--- src/rtl/pong_pkg.sv ---
// Shared definitions for the push-button conditioning path: lane state
// encodings and clock-rate helpers for turning milliseconds into cycle counts.
package pong_pkg;

  typedef enum logic [1:0] {
    S_LOW  = 2'd0,
    S_RISE = 2'd1,
    S_HIGH = 2'd2,
    S_FALL = 2'd3
  } lane_state_e;

  localparam int unsigned CLK_HZ = 100_000_000;

  function automatic int unsigned ms_to_cycles(input int unsigned ms);
    return ms * (CLK_HZ / 1000);
  endfunction

endpackage

--- src/rtl/btn_debounce_lane.sv ---
// One button lane: 2-FF synchronizer, debounce FSM, auto-repeat counter and
// registered level / press / release / repeat outputs.
module btn_debounce_lane
  import pong_pkg::*;
#(
  parameter int unsigned DEBOUNCE_CYCLES = 1_000_000,
  parameter int unsigned REPEAT_DELAY    = 50_000_000,
  parameter int unsigned REPEAT_PERIOD   = 10_000_000
) (
  input  logic        clk,
  input  logic        rst,
  input  logic        btn_raw_i,
  output logic        level_o,
  output logic        press_o,
  output logic        release_o,
  output logic        repeat_o,
  output lane_state_e state_o
);

  localparam bit          REPEAT_EN = (REPEAT_DELAY > 0);
  localparam int unsigned DW        = (DEBOUNCE_CYCLES > 1) ? $clog2(DEBOUNCE_CYCLES) : 1;
  localparam int unsigned RMAX      = (REPEAT_DELAY > REPEAT_PERIOD) ? REPEAT_DELAY : REPEAT_PERIOD;
  localparam int unsigned RW        = (RMAX > 1) ? $clog2(RMAX) : 1;

  localparam logic [DW-1:0] DLAST = DW'(DEBOUNCE_CYCLES - 1);
  localparam logic [RW-1:0] RLOAD = RW'(REPEAT_EN ? REPEAT_DELAY - 1 : 0);
  localparam logic [RW-1:0] PLOAD = RW'(REPEAT_PERIOD - 1);

  logic          ff1_q, ff2_q;
  lane_state_e   state_q, state_d;
  logic [DW-1:0] dcnt_q, dcnt_d;
  logic [RW-1:0] rcnt_q, rcnt_d;
  logic          level_q, level_d;
  logic          press_q, press_d;
  logic          release_q, release_d;
  logic          repeat_q, repeat_d;

  always_ff @(posedge clk) begin
    if (rst) begin
      ff1_q     <= 1'b0;
      ff2_q     <= 1'b0;
      state_q   <= S_LOW;
      dcnt_q    <= '0;
      rcnt_q    <= '0;
      level_q   <= 1'b0;
      press_q   <= 1'b0;
      release_q <= 1'b0;
      repeat_q  <= 1'b0;
    end else begin
      ff1_q     <= btn_raw_i;
      ff2_q     <= ff1_q;
      state_q   <= state_d;
      dcnt_q    <= dcnt_d;
      rcnt_q    <= rcnt_d;
      level_q   <= level_d;
      press_q   <= press_d;
      release_q <= release_d;
      repeat_q  <= repeat_d;
    end
  end

  // rcnt counts down to zero: loaded with the initial delay on press and with
  // the period after each repeat, so a single comparator serves both.
  always_comb begin
    state_d   = state_q;
    dcnt_d    = dcnt_q;
    rcnt_d    = rcnt_q;
    level_d   = level_q;
    press_d   = 1'b0;
    release_d = 1'b0;
    repeat_d  = 1'b0;
    case (state_q)
      S_LOW: begin
        level_d = 1'b0;
        if (ff2_q) begin
          state_d = S_RISE;
          dcnt_d  = '0;
        end
      end
      S_RISE: begin
        if (!ff2_q) begin
          state_d = S_LOW;
        end else if (dcnt_q == DLAST) begin
          state_d = S_HIGH;
          press_d = 1'b1;
          level_d = 1'b1;
          rcnt_d  = RLOAD;
        end else begin
          dcnt_d = dcnt_q + 1'b1;
        end
      end
      S_HIGH: begin
        level_d = 1'b1;
        if (!ff2_q) begin
          state_d = S_FALL;
          dcnt_d  = '0;
        end else if (REPEAT_EN) begin
          if (rcnt_q == '0) begin
            repeat_d = 1'b1;
            rcnt_d   = PLOAD;
          end else begin
            rcnt_d = rcnt_q - 1'b1;
          end
        end
      end
      S_FALL: begin
        if (ff2_q) begin
          state_d = S_HIGH;
        end else if (dcnt_q == DLAST) begin
          state_d   = S_LOW;
          release_d = 1'b1;
          level_d   = 1'b0;
        end else begin
          dcnt_d = dcnt_q + 1'b1;
        end
      end
      default: state_d = S_LOW;
    endcase
  end

  assign level_o   = level_q;
  assign press_o   = press_q;
  assign release_o = release_q;
  assign repeat_o  = repeat_q;
  assign state_o   = state_q;

endmodule

--- src/rtl/btn_conditioner.sv ---
// Conditions NUM_BTN raw push-buttons into debounced levels plus one-cycle
// press / release / auto-repeat pulses; each button is an independent lane.
module btn_conditioner
  import pong_pkg::*;
#(
  parameter int unsigned NUM_BTN         = 3,
  parameter int unsigned DEBOUNCE_CYCLES = 1_000_000,
  parameter int unsigned REPEAT_DELAY    = 50_000_000,
  parameter int unsigned REPEAT_PERIOD   = 10_000_000
) (
  input  logic                 clk,
  input  logic                 rst,
  input  logic [NUM_BTN-1:0]   btn_raw,
  output logic [NUM_BTN-1:0]   btn_level,
  output logic [NUM_BTN-1:0]   btn_press,
  output logic [NUM_BTN-1:0]   btn_release,
  output logic [NUM_BTN-1:0]   btn_repeat,
  output logic [2*NUM_BTN-1:0] btn_state_dbg
);

  for (genvar i = 0; i < NUM_BTN; i++) begin : g_lane
    lane_state_e lane_state;

    btn_debounce_lane #(
      .DEBOUNCE_CYCLES(DEBOUNCE_CYCLES),
      .REPEAT_DELAY   (REPEAT_DELAY),
      .REPEAT_PERIOD  (REPEAT_PERIOD)
    ) u_lane (
      .clk      (clk),
      .rst      (rst),
      .btn_raw_i(btn_raw[i]),
      .level_o  (btn_level[i]),
      .press_o  (btn_press[i]),
      .release_o(btn_release[i]),
      .repeat_o (btn_repeat[i]),
      .state_o  (lane_state)
    );

    assign btn_state_dbg[2*i +: 2] = lane_state;
  end

endmodule
--- config.mk ---
export PLATFORM = sky130hd
export DESIGN_NAME = btn_conditioner
export DESIGN_NICKNAME = d
export VERILOG_FILES = /design/src/rtl/pong_pkg.sv /design/src/rtl/btn_debounce_lane.sv /design/src/rtl/btn_conditioner.sv
export SDC_FILE = /design/constraint.sdc
export NUM_CORES = 1
export LEC_CHECK = 0
export BUFFER_PORTS_ARGS = -buffer_cell sky130_fd_sc_hd__buf_2
export CAP_MARGIN = 20
export CORE_ASPECT_RATIO = 0.8
export CORE_MARGIN = 2
export CORE_UTILIZATION = 41
export CTS_CLUSTER_SIZE = 40
export DETAILED_ROUTE_END_ITERATION = 6
export GPL_ROUTABILITY_DRIVEN = 0
export PLACE_DENSITY = 0.63
export REMOVE_ABC_BUFFERS = 1
export SYNTH_ARGS = -nofsm -noshare
export SYNTH_HDL_FRONTEND = slang
export SYNTH_SLANG_ARGS = --single-unit
--- constraint.sdc ---
create_clock -name clk -period 3.9 [get_ports clk]
set_input_delay 0.585 -clock clk [delete_from_list [all_inputs] [get_ports clk]]
set_output_delay 0.585 -clock clk [all_outputs]
set_load 0.03 [all_outputs]
==> results.py <==
metrics = {
    "clocking": {
        "cts-resized-gates": 0,
        "clkSinkCount": 162,
        "insertion_delay_ps": 430,
        "cts-root-buf": "clkbuf_16",
        "cts_setup_buffers": 0,
        "path_clk_slew_ps": 70,
        "clock_path_buffers": 2,
        "numCtsBuffers": 17,
        "cts_tree": "done",
        "ctsHtreeMaxLevel": 4,
        "cts_hold_buf": 0,
    },
    "final_layout": {
        "largestRegisters": "g_lane.u_lane.rcnt_q (78), g_lane.u_lane.dcnt_q (60)",
        "fill_cells": 1962,
        "largest_reg_flops": 78,
        "finish.utilization": 0.461,
        "area_delta_synth_final_pct": 9.48,
        "fin_cells": 1312,
        "final_layout_size_suffix_gt1_frac": 0.0821,
        "layout_common_cells": "dfxtp_1 (162), nor2_1 (114), a21oi_1 (84), nor3_1 (83), nand2_1 (78)",
        "fin_nets": 1058,
        "final_common_cell": "dfxtp_1",
        "top_register": "g_lane.u_lane.rcnt_q",
        "n_antenna_cell": 0,
    },
    "setup_path": {
        "path_class": "reg2reg",
        "rrSetupSlack_ps": 1050,
        "cp_max_fo": 16,
        "endpoint_kind": "flop",
        "crit_start": "g_lane[2].u_lane.state_o[0]",
        "worst-endpoint-arrival_ps": 3180,
        "r2r-start": "g_lane[2].u_lane.state_o[0]",
        "cp-start-kind": "flop",
        "required_ps": 4230,
    },
    "placed_design": {
        "portBuffers": 22,
        "numPlacedInstances": 1280,
        "hpwl_um": 12800,
    },
    "synthesis": {
        "synth-seq-cells": 162,
        "synth_xor_area_frac": 0.0625,
        "synthMuxAreaShare": 0,
        "synth_area_um2": 8410,
        "synth.distinct_cells": 75,
        "synth_edf_count": 0,
        "synth_compound_area_frac": 0.181,
        "synth_top_family_by_area": "simple AND/OR/NAND/NOR gates",
        "synthSimpleGateAreaFrac": 0.301,
        "synth_seq_area_share": 0.386,
        "ys.flop_type": "dfxtp_1",
        "yosysWarningCount": 0,
        "ys_async_sr_fraction": 0,
        "synthCells": 1042,
        "synthAdderAreaFrac": 0.0268,
        "avgSynthCellArea_um2": 8.07,
    },
    "grt": {
        "grt_pass1_vias": 6626,
        "grtUsageTotal": 0.182,
        "grt_antenna_before_repair": 0,
        "grt_max_degree": 99,
        "grt_overflow": 0,
        "grt_first_pass_wirelength_um": 32800,
    },
    "route": {
        "avgRoutedWirePerCell_um": 14.5,
        "ant_nets": 0,
        "drc_errors": 0,
        "totalWireLength_um": 19100,
        "drt_iter0_markers": 570,
        "drt_pass1_iterations": 5,
        "viasPerCell": 5.62,
        "num_vias": 7372,
    },
    "floorplanning": {
        "rows": 46,
        "die_w_um": 164,
        "die_h_um": 132,
        "ios": 23,
        "coreArea_um2": 20000,
        "die_area_um2": 21700,
        "initial_core_util": 0.421,
    },
    "min_path": {
        "hold_class": "in2reg",
        "hold_start": "btn_raw[1]",
    },
    "timing": {
        "fin_skew_ps": 14.2,
        "report.final.slew_viol_count": 0,
        "rsz0062_at_grt": "no",
        "relSlewSlack": 0.279,
        "finalHoldViolCount": 0,
        "setup_viol": 0,
        "tightest_slew_ps": 1080,
        "timing.setup.tns_ps": 0,
        "period_minus_slack_ps": 2850,
        "fmax_ghz": 0.351,
        "finalCritPeriodShare": 0.731,
        "whs_ps": 361,
    },
    "flow_run": {
        "drv_cap": 0,
    },
    "pwr": {
        "p_per_area_nw_per_um2": 407,
        "seqPwrFrac": 0.458,
        "p_total_mw": 3.75,
        "internal_power_mw": 2.68,
        "p_comb_frac": 0.121,
        "p_switching_mw": 1.06,
        "switching_share": 0.284,
        "ir_drop_mv": 0.246,
        "leakagePower_nw": 3.15,
        "p_clk_frac": 0.421,
    },
    "outcome": {
        "status": "finished clean",
    },
}
[layout make-up]
class | count | area, um^2 | area share
repair buffers | 30 | 173 | 0.0188
multi-input cells | 797 | 4800 | 0.522
well taps | 264 | 330 | 0.0359
flip-flops and latches | 162 | 3240 | 0.352
clock inverters | 13 | 100 | 0.0109
clock buffers | 19 | 453 | 0.0492
inverters | 27 | 101 | 0.0110
[path summary, 6_finish.rpt]
check             depth (start not counted)                          to
hold reg to reg                           1      g_lane[2].u_lane.ff2_q
setup / recovery                          9  g_lane[2].u_lane.rcnt_q[8]
hold / removal                            2      g_lane[1].u_lane.ff1_q
setup reg to reg                          9  g_lane[2].u_lane.rcnt_q[8]
[kinds of logic (layout without fill, tap and decap cells)]
group                      count (synthesis)  in the layout
and+or+nand+nor                          485            485
AOI/OAI and AO/OA                        234            234
DFF                                      162            162
buffers and inverters                     83             89
xor gates and xnor gates                  60             60
adders and majority gates                 18             18
[cell usage after synthesis (8+ instances only)]
master    count  area share
or3_1        21       0.016
nand2_1      78       0.035
a21oi_1      84       0.050
and3_1        8      0.0060
buf_4        12       0.011
dfxtp_1     162        0.39
inv_1        27       0.012
or4_1        12       0.011
a31oi_1       8      0.0060
ha_1         18       0.027
nor3_1       83       0.049
xor2_1       33       0.034
nor2b_1      10      0.0074
clkbuf_1     40       0.018
nor2_1      114       0.051
nor4_1       26       0.019
nand3_1      45       0.027
a311oi_1     17       0.018
a211oi_1     15       0.013
nand2b_1     18       0.013
xnor2_1      27       0.028
nand4_1      19       0.014
o21ai_0      46       0.027
[power by group through the flow]
stage | combinational [mW] | clock (mW) | sequential (mW)
final | 0.454 | 1.58 | 1.72
after global routing | 0.507 | 1.69 | 1.72
after global placement | 0.451 | 0 | 1.75
after CTS | 0.452 | 1.62 | 1.72
after detailed placement | 0.450 | 0 | 1.75
after floorplan | 0.300 | 0 | 1.77
[metrics by stage]
step / instance area (um^2) / setup slack (ps)
2_1_floorplan: 8150 / 1060
3_3_place_gp: 8650 / 1190
3_5_place_dp: 8650 / 1080
4_1_cts: 9210 / 1060
5_1_grt: 9210 / 840
6_report: 9210 / 1050
[critical path: stages, from the launching register on]
cell and delay (ps):
dfxtp_1 360, inv_1 130, ha_1 550, nand2_1 240, nor3_1 290, a21oi_1 100, buf_4 190, nor2_2 450
a31oi_1 160, a311oi_1 280
[per-layer routing]
metal  share of wire  track usage  routed length (um)
met1            0.53        0.273               10100
met2            0.42        0.264                7990
met3           0.039       0.0352                 748
met4           0.012       0.0526                 220
met5               0            0                   0
(Power assumes the default switching activity.)
